`config.mk`:
```
export PLATFORM = sky130hd
export DESIGN_NAME = conv_window_gen
export DESIGN_NICKNAME = d
export VERILOG_FILES = /design/src/rtl/conv_window_gen.sv
export SDC_FILE = /design/constraint.sdc
export NUM_CORES = 2
export LEC_CHECK = 0
export CORE_AREA = 2 2 427 535
export CTS_CLUSTER_SIZE = 12
export DETAILED_ROUTE_END_ITERATION = 6
export DIE_AREA = 0 0 429 537
export SYNTH_ARGS = -nofsm -noshare
export SYNTH_HDL_FRONTEND = slang
export SYNTH_SLANG_ARGS = --single-unit
```
`constraint.sdc`:
```
create_clock -name clk -period 22.1 [get_ports clk]
set_input_delay 4.42 -clock clk [delete_from_list [all_inputs] [get_ports clk]]
set_output_delay 4.42 -clock clk [all_outputs]
set_load 0.005 [all_outputs]
```
`src/rtl/conv_window_gen.sv`:
```
// conv_window_gen -- streaming 3x3xCH sliding-window generator.
//
// Takes a raster-order pixel stream (CH signed channels per pixel), keeps the
// two previous image lines in line buffers and presents one complete 3x3xCH
// window for every valid (non-padded) output position. Windows are handed to
// the multiply/reduce stage as a flat NWIN-entry operand array.
//
// Ports:
//   clk      clock
//   rst      asynchronous active-high reset (counters, window, valid/last)
//   clr      synchronous frame restart; wins over a simultaneous accept
//   s_valid  input pixel valid
//   s_ready  input pixel accepted when s_valid && s_ready (= !m_valid || m_ready)
//   s_data   one pixel, CH signed samples
//   m_valid  window valid
//   m_ready  downstream accepts window
//   m_win    window, index (ky*3+kx)*CH + c; ky=0 oldest row, kx=0 oldest column
//   m_last   marks the final window of a frame
module conv_window_gen #(
  parameter int IMG_W  = 32,
  parameter int IMG_H  = 32,
  parameter int CH     = 3,
  parameter int IWIDTH = 8,
  localparam int NWIN  = 9 * CH
) (
  input  logic                     clk,
  input  logic                     rst,
  input  logic                     clr,
  input  logic                     s_valid,
  output logic                     s_ready,
  input  logic signed [IWIDTH-1:0] s_data [CH],
  output logic                     m_valid,
  input  logic                     m_ready,
  output logic signed [IWIDTH-1:0] m_win [NWIN],
  output logic                     m_last
);

  localparam int CW = (IMG_W > 1) ? $clog2(IMG_W) : 1;
  localparam int RW = (IMG_H > 1) ? $clog2(IMG_H) : 1;
  localparam logic [CW-1:0] COL_LAST = CW'(IMG_W - 1);
  localparam logic [RW-1:0] ROW_LAST = RW'(IMG_H - 1);
  localparam logic [CW-1:0] COL_TWO  = CW'(2);
  localparam logic [RW-1:0] ROW_TWO  = RW'(2);

  logic [CW-1:0] col_q, col_d;
  logic [RW-1:0] row_q, row_d;
  logic          m_valid_q, m_valid_d;
  logic          m_last_q, m_last_d;

  logic signed [IWIDTH-1:0] win_q [3][3][CH];
  logic signed [IWIDTH-1:0] win_d [3][3][CH];

  // lb1 holds row r-1, lb0 holds row r-2 at each column.
  logic signed [IWIDTH-1:0] lb0_q [IMG_W][CH];
  logic signed [IWIDTH-1:0] lb1_q [IMG_W][CH];

  logic accept;
  logic col_end;
  logic row_end;
  logic emit;

  assign s_ready = !m_valid_q || m_ready;
  // A clr cycle drops the offered pixel even though s_ready may be high.
  assign accept  = s_valid && s_ready && !clr;
  assign col_end = (col_q == COL_LAST);
  assign row_end = (row_q == ROW_LAST);
  assign emit    = accept && (row_q >= ROW_TWO) && (col_q >= COL_TWO);

  always_comb begin
    col_d     = col_q;
    row_d     = row_q;
    m_valid_d = m_valid_q;
    m_last_d  = m_last_q;
    win_d     = win_q;

    if (clr) begin
      col_d     = '0;
      row_d     = '0;
      m_valid_d = 1'b0;
      m_last_d  = 1'b0;
    end else begin
      if (m_ready) begin
        m_valid_d = 1'b0;
        m_last_d  = 1'b0;
      end

      // accept implies the current window is either consumed or invalid,
      // so the shift never disturbs a held output.
      if (accept) begin
        for (int ky = 0; ky < 3; ky++) begin
          for (int c = 0; c < CH; c++) begin
            win_d[ky][0][c] = win_q[ky][1][c];
            win_d[ky][1][c] = win_q[ky][2][c];
          end
        end
        for (int c = 0; c < CH; c++) begin
          win_d[0][2][c] = lb0_q[col_q][c];
          win_d[1][2][c] = lb1_q[col_q][c];
          win_d[2][2][c] = s_data[c];
        end

        if (col_end) begin
          col_d = '0;
          row_d = row_end ? '0 : row_q + 1'b1;
        end else begin
          col_d = col_q + 1'b1;
        end

        if (emit) begin
          m_valid_d = 1'b1;
          m_last_d  = row_end && col_end;
        end
      end
    end
  end

  always_ff @(posedge clk or posedge rst) begin
    if (rst) begin
      col_q     <= '0;
      row_q     <= '0;
      m_valid_q <= 1'b0;
      m_last_q  <= 1'b0;
      for (int ky = 0; ky < 3; ky++) begin
        for (int kx = 0; kx < 3; kx++) begin
          for (int c = 0; c < CH; c++) begin
            win_q[ky][kx][c] <= '0;
          end
        end
      end
    end else begin
      col_q     <= col_d;
      row_q     <= row_d;
      m_valid_q <= m_valid_d;
      m_last_q  <= m_last_d;
      win_q     <= win_d;
    end
  end

  // Line buffers carry no reset: rows 0-1 of every frame rewrite them
  // before any window can use their contents.
  always_ff @(posedge clk) begin
    if (accept) begin
      for (int c = 0; c < CH; c++) begin
        lb0_q[col_q][c] <= lb1_q[col_q][c];
        lb1_q[col_q][c] <= s_data[c];
      end
    end
  end

  assign m_valid = m_valid_q;
  assign m_last  = m_last_q;

  for (genvar ky = 0; ky < 3; ky++) begin : g_row
    for (genvar kx = 0; kx < 3; kx++) begin : g_col
      for (genvar c = 0; c < CH; c++) begin : g_ch
        assign m_win[(ky*3+kx)*CH+c] = win_q[ky][kx][c];
      end
    end
  end

endmodule
```
---- Yosys cells after proc, flatten, opt, wreduce, memory -nomap -nowiden ----
Memory sizes are Yosys's and may differ from the RTL's. A register that Yosys moved wholly into a read port is not among the register bits.
Cells that the tools add are included.
W data, S select, Z words.
storage, ports and cells
  bits in registers ....................... 204
  bits in writable memories ............... 1536
  input port bits ......................... 29
  logic and storage cells ................. 66
  memories kept ........................... 2
memories
  name   depth  bits a word  rd ports  clocked after Yosys merged registers in  write ports  line  RTL
  lb0_q  32     24           1         1                                        1            54    logic signed [IWIDTH-1:0] lb0_q [IMG_W][CH];
  lb1_q  32     24           1         0                                        1            55    logic signed [IWIDTH-1:0] lb1_q [IMG_W][CH];
cells by class
  add/sub/neg operators ................... 2
  order comparisons ....................... 2
  equality and inequality tests ........... 2
  muxes and demuxes ....................... 17
  bitwise gates (word level) .............. 1
  reductions and logical operators ........ 12
operator list
  operator               count
  $mux W5                7
  $add A5 B1 Y5 const B  2
  $eq A5 B5 Y1 const B   2
  $ge A5 B2 Y1 const B   2
  $mux W1                10
  $logic_and A1 B1 Y1    5
  $reduce_and A2 Y1      2
  $reduce_bool A2 Y1     2
  $logic_not A1 Y1       2
  $logic_or A1 B1 Y1     1
  $not A1 Y1             1

---- Logic depth before layout (Yosys ltp) ----
  depth after elaboration ................. 9
  depth in mapped cells ................... 10
  gate-level depth less buffers ........... 7

---- Worst setup path before layout ----
Ideal clock, no wire load.
  path kind ............................... input port to output port
  start point ............................. in m_ready
  end point ............................... out s_ready
  data arrival time ....................... 4.695 ns
  required time ........................... 17.680 ns
  path slack .............................. 12.985 ns
  stages on the path ...................... 2
  cell sequence ........................... nor2b_1 -> inv_1
between the ends
  word-level cells in the longest chain between the ends .. 1
RTL lines
  what                line  RTL
  start, declared     33    input logic m_ready,
  $logic_or A1 B1 Y1  62    assign s_ready = !m_valid_q || m_ready;
  end, declared       30    output logic s_ready,
No other way between the ends.

---- Worst setup path in the final report ----
Same ends and word-level chain as after synthesis.

==> impl_metrics.yaml <==
timing:
  post-route-period-util_pct: 46.3
  hold_viol: 0
  slew_violations: 0
  fmax_mhz: 97.7
  worst_pin_slew_ns: 1.30
  setup_tns_ns: 0
  rsz0062_at_grt: "no"
  slew_headroom_pct: 13.1
  fin_ws_ns: 11.87
  period_minus_slack_ns: 10.23
  setup_viol_count_final: 0
  fin_worst_skew_ns: 0.0812
setup_path:
  path_common_cell: "clkdlybuf4s50_1"
  worstPathRequired_ns: 17.68
  cp_slowest_cell: "clkdlybuf4s50_1"
  critPathCaptureType: "output pin"
  cp_num_cells: 4
  max_stage_delay_ns: 0.48
  cp_top_family: "buffers and inverters"
  r2r_cells: 7
  cp_max_fo: 7
  path_cells: "clkdlybuf4s50_1 > nor2b_1 > inv_1 > clkdlybuf4s50_1"
  start_kind: "input port"
  crit_type: "in -> out"
  crit_buf_inv: 3
  arrival_ns: 5.81
cts:
  cts_made_buffers: 178
  cts_sinks: 1764
  cts_tree: "done"
  worstSkewPairLatency_ns: 0.86
  postCtsSetupBuffers: 0
  cts_resized: 0
  root_buffer: "clkbuf_16"
  cts.clk_slew.worst_paths_ns: 0.06
  clk_path_buf_depth: 3
  postCtsHoldBufs: 0
  cts_htree_levels: 4
synthesis:
  synth_cell_types: 58
  synth_top_area_share_pct: 68.6
  ys_ff_latch: 1764
  avgSynthCellArea_sq_um: 17.2
  synth_top_area_cell: "edfxtp_1"
  synth_nets: 3941
  seq_area_frac_synth_pct: 77.1
  netlist_area_sq_um: 67200
  ys_async_sr_fraction_pct: 12.9
  ys.flop_type: "edfxtp_1"
  synth_edf_count: 1536
  synth_area_leaders: "edfxtp_1 (69%), mux2i_1 (9.2%), dfrtp_1 (8.5%)"
  yosys_warnings: 0
  synthCells: 3904
status:
  status: "finished clean"
grt:
  first_global_vias: 36486
  grt_antenna_before_repair: 9
  gr-usage-all-layers_pct: 15.5
  gr-total-overflow: 0
  grt_pass1_wl_um: 260000
  grt_start_max_net_pins: 111
route:
  vias_per_cell: 4.96
  wl_um: 184000
  vias: 36413
  drc: 0
  drt_iter0_drc: 3504
  postRouteAntennaNets: 0
  avgRoutedWirePerCell_um: 25.0
  drtPass1Iterations: 5
placement:
  hpwl_um: 107000
  finalWeightedCongestion: 0.770
  io_buffers: 247
  pre_cts_slack_ns: 11.84
final_layout:
  seq_area_sq_um: 51800
  final_core_util_pct: 35.1
  final_nets: 4272
  syn2layout_area_growth_pct: 17.7
  drive_above_1_share_pct: 11.1
  multi_input_area_sq_um: 14500
  nFillCells: 21040
die:
  pin_count: 248
  initial_utilization_pct: 29.8
  die_height_um: 537
  die_w_um: 429
  placement_rows: 195
  die-area_sq_um: 230000
  core-area_sq_um: 225000
pwr:
  ir_drop_v: 0.0000642
  power_leakage_nw: 25.6
  powerDensity_nw_per_um2: 91.5
worst_hold_path:
  hold_path_depth: 2
  hp-class: "reg -> reg"
run:
  max_cap_violations: 0
## flip-flops by register name, indices dropped and copies added, names as in the netlist
name / count
lb0_q: 768
lb1_q: 768
m_win: 216
col_q: 5
row_q: 5
m_last: 1
m_valid: 1
## synthesized netlist by cell type, types with 5 or more instances
master    instances
or4_1            11
or3_1             6
a31oi_1          27
mux2i_1         620
nand2_1         558
buf_6            13
buf_4            22
o22a_1            8
a41oi_1          12
edfxtp_1       1536
mux4_2           74
buf_2           114
a221oi_1         12
and2_1            7
o22ai_1         259
clkbuf_1         57
ha_1              8
nand3b_1          5
inv_1             6
nor2_1           81
o22ai_2          10
a22oi_1          34
and3_1            5
o221ai_1          9
a21oi_1          38
buf_1             8
dfrtp_1         228
o21ai_1           5
nand3_1          19
nor4_1           61
o21ai_0           7
nor2b_1           6
## stage by stage
step	instances	area, sq um	hold WS, ns	power, mW
finish	7340	79100	0.470	7.24
global route	7338	79100	0.487	7.48
CTS	7338	79100	0.476	7.32
detailed placement	7010	73500	0.462	4.41
global placement	7010	73500	0.458	4.40
floorplan	3904	67200	0.470	4.09
## final timing paths
check	start	end	slack (ns)
min reg2reg	m_win[199]$_DFFE_PP0P_	m_win[199]$_DFFE_PP0P_	0.47
min in group asynchronous	rst	m_win[168]$_DFFE_PP0P_	4.07
max	m_ready	s_ready	11.87
max in group asynchronous	rst	col_q[0]$_DFFE_PP0P_	16.03
max reg2reg	col_q[1]$_DFFE_PP0P_	lb0_q[25][23]$_DFFE_PP_	16.50
min	m_win[199]$_DFFE_PP0P_	m_win[199]$_DFFE_PP0P_	0.47
## placed cells by master, fill, tap and decap left out, drive strengths merged, types with 3 or more instances in the layout
cell type and count:
edfxtp 1536, mux2i 620, nand2 559, clkbuf 280, o22ai 269, clkdlybuf4s50 246, dfrtp 228, buf 119
nor2 82, mux4 74, nor4 61, a21oi 38, clkinv 35, a22oi 34, a31oi 27, nand3 21
a41oi 12, a221oi 12, o21ai 12, or4 11, inv 11, o221ai 9, o22a 8, ha 8
and2 7, nand3b 6, nor2b 6, or3 6, and3 5, bufinv 5, nand2b 4, or4b 4
clkinvlp 3, nand4b 3, nor3 3
## worst reg2reg max path, cell delays in order (launching register included)
cell and delay, ns:
dfrtp_4 0.82, buf_12 0.55, buf_4 1.10, buf_4 0.86
mux2i_1 0.33, o22ai_1 0.15, nor4_1 0.56, nand2_1 0.76
## final cells by class
| cell class | count | area share [%] |
|---|---|---|
| diodes | 2 | 0.00632 |
| clock buffers | 280 | 6.26 |
| clock inverters | 48 | 0.882 |
| inverters | 6 | 0.0379 |
| multi-input cells | 1920 | 18.3 |
| flip-flops and latches | 1764 | 65.5 |
| well taps | 2955 | 4.67 |
| repair buffers | 365 | 4.30 |
## metal layers
layer	global-route usage, %	up-vias	share of wire, %
met4	5.83	2	3.7
met3	2.75	290	6.2
met2	27.1	1237	51
li1	-	15874	-
met1	19.2	19010	40
met5	0	-	0.0071
## where the power goes
group / internal (mW) / leakage (nW) / switching (mW)
sequential: 3.73 / 16.6 / 0.0818
combinational: 0.228 / 6.27 / 0.284
clock: 1.62 / 2.68 / 1.30
total: 5.58 / 25.6 / 1.66
## cells by family after synthesis
family | count (synthesis) | share of synthesized area [%]
buf+inv | 220 | 1.71
mux | 694 | 11.7
fa+ha+maj | 8 | 0.149
flops | 1764 | 77.1
compound gates | 431 | 4.27
simple gates | 787 | 5.06
No activity file was read; power rests on OpenSTA's default activity.
==> RTL edit, RTL diff (same settings) <==
Change the parameter `CH` from 3 to 2. Comments in the files are not updated.
--- a/src/rtl/conv_window_gen.sv
+++ b/src/rtl/conv_window_gen.sv
@@ -19,7 +19,7 @@
 module conv_window_gen #(
   parameter int IMG_W  = 32,
   parameter int IMG_H  = 32,
-  parameter int CH     = 3,
+  parameter int CH     = 2,
   parameter int IWIDTH = 8,
   localparam int NWIN  = 9 * CH
 ) (
Interface: changed (resized m_win and s_data); port bits go from 248 to 168. No check against the original RTL was run, so the function may have changed too.
==> RTL edit against the original RTL <==
Sequential share of layout area decreased by 1.5 points; non-clock buffer count decreased by 123; routed wire length decreased by 32%; worst setup slack got worse by 0.013 ns; clock power decreased by 37%; global-route usage decreased by 5.1 points; power decreased by 35%; cell area decreased by 32%; synthesized area decreased by 33%; worst hold slack improved by 0.0068 ns; count of clock-buffer cells in the layout decreased by 82; synthesized cell count decreased by 31%; sequential cell count decreased by 584; critical path depth unchanged.
==> RTL edit: results (changes against the original RTL) <==
status=finished clean; global placement routability congestion=0.797 (+3.5%); GRT Util Overall=0.104 (-0.0510); Max Root-Sink Buffers=3 (unchanged); total via count after detailed routing=24900 (-32%); number of diodes=4 (+2); async set-reset flop share out of synthesis=0.132 (+0.00295); Seq. cell area=34700 um2 (-33%); deepest level of the CTS H-tree=3 (-1); largest net degree at the start of global routing=86 (-23%); number of CTS-inserted buffers=114 (-36%); clock buffer count in the final layout=198 (-29%); Layout fillers=23100 (+9.9%); count of buffers not belonging to the clock network in the layout=242 (-34%); clock group share of total power=0.387 (-0.015); Net Count, Synth=2722 (-31%); multi-input combinational cell count=1349 (-30%); number of enable flip-flop cells after synthesis=1024 (-33%); top cells by count, synth=1024 x sky130_fd_sc_hd__edfxtp_1, 401 x sky130_fd_sc_hd__mux2i_1, 378 x sky130_fd_sc_hd__nand2_1; top cells by area in the synthesized netlist=sky130_fd_sc_hd__edfxtp_1 68%, sky130_fd_sc_hd__mux2i_1 8.9%, sky130_fd_sc_hd__dfrtp_1 8.6%; Seq/Total Area, Yosys=0.766 (-0.00533); clock distribution area overhead in the final layout=0.0634 (-0.00808); Post-CTS Setup Bufs=0 (unchanged); largest stage delay on the critical path=0.50 ns (+0.02 ns); Port Buf Inserts=167 (-32%); Worst Tran Pin Value=1.28 ns (-0.0166 ns); Initial DRC Count=2175 (-38%); DP HPWL=75000 um (-30%); proportion of layout cells with a drive suffix above 1=0.105 (-0.00555); fraction of standard cell area in multi-input logic=0.185 (+0.00217); switching power summed over all nets=0.00107 W (-36%); layout inverter count without the clock tree=13 (+7); worst vdd ir=71.0 uV (+11%); Non-clock buffering overhead=0.0413 (-0.00172); static leakage power=17.0 nW (-34%); number of antenna violations at the first check in global routing=14 (+5); arrival time of data at the critical path endpoint=5.83 ns (+0.02 ns); Cell variety after synth=50 (-14%); final-stage net count=2929 (-31%)
==> RTL edit: routing by layer <==
layer  vias to the layer above  GRT usage  part of all wire
met1                     13000      0.125              0.39
li1                      10900          -                 -
met3                       202     0.0152             0.058
met4                         6     0.0349             0.028
met2                       843      0.191              0.52
met5                         -          0           0.00027
==> RTL edit: critical path: cells and delay by family <==
family / cells / cell delay (ns)
AND/OR/NAND/NOR: 1 / 0.30
buffers and inverters: 3 / 1.11
==> RTL edit: cell families (layout without fill, tap and decap cells) <==
group | Yosys count | in the layout | share of synthesized area
simple gates | 593 | 593 | 0.0571
fa+ha+maj | 8 | 8 | 0.00221
mux | 456 | 456 | 0.116
compound gates | 292 | 292 | 0.0413
buf+inv | 164 | 468 | 0.0181
flops | 1180 | 1180 | 0.766
other cells | 0 | 4 | 0
==> RTL edit: metrics by stage <==
step           power, W  instances  setup WS, ns  hold WS, ns  cell area [um2]
2_1_floorplan   0.00274       2693         12.95        0.470            45300
3_3_place_gp    0.00295       5739         11.87        0.462            50700
3_5_place_dp    0.00295       5739         11.83        0.466            50700
4_1_cts         0.00477       5952         11.83        0.481            54100
5_1_grt         0.00488       5952         11.75        0.503            54100
6_report        0.00473       5956         11.85        0.477            54100
==> RTL edit: worst paths after layout <==
kind | from | to | slack [ns] | depth (start not counted)
max | m_ready | s_ready | 11.85 | 4
min | m_win[129]$_DFFE_PP0P_ | m_win[129]$_DFFE_PP0P_ | 0.48 | 2
max reg2reg | col_q[1]$_DFFE_PP0P_ | lb0_q[16][13]$_DFFE_PP_ | 15.90 | 7
min reg2reg | m_win[129]$_DFFE_PP0P_ | m_win[129]$_DFFE_PP0P_ | 0.48 | 2
max in group asynchronous | rst | col_q[1]$_DFFE_PP0P_ | 16.22 | 3
min in group asynchronous | rst | m_win[33]$_DFFE_PP0P_ | 4.22 | 2
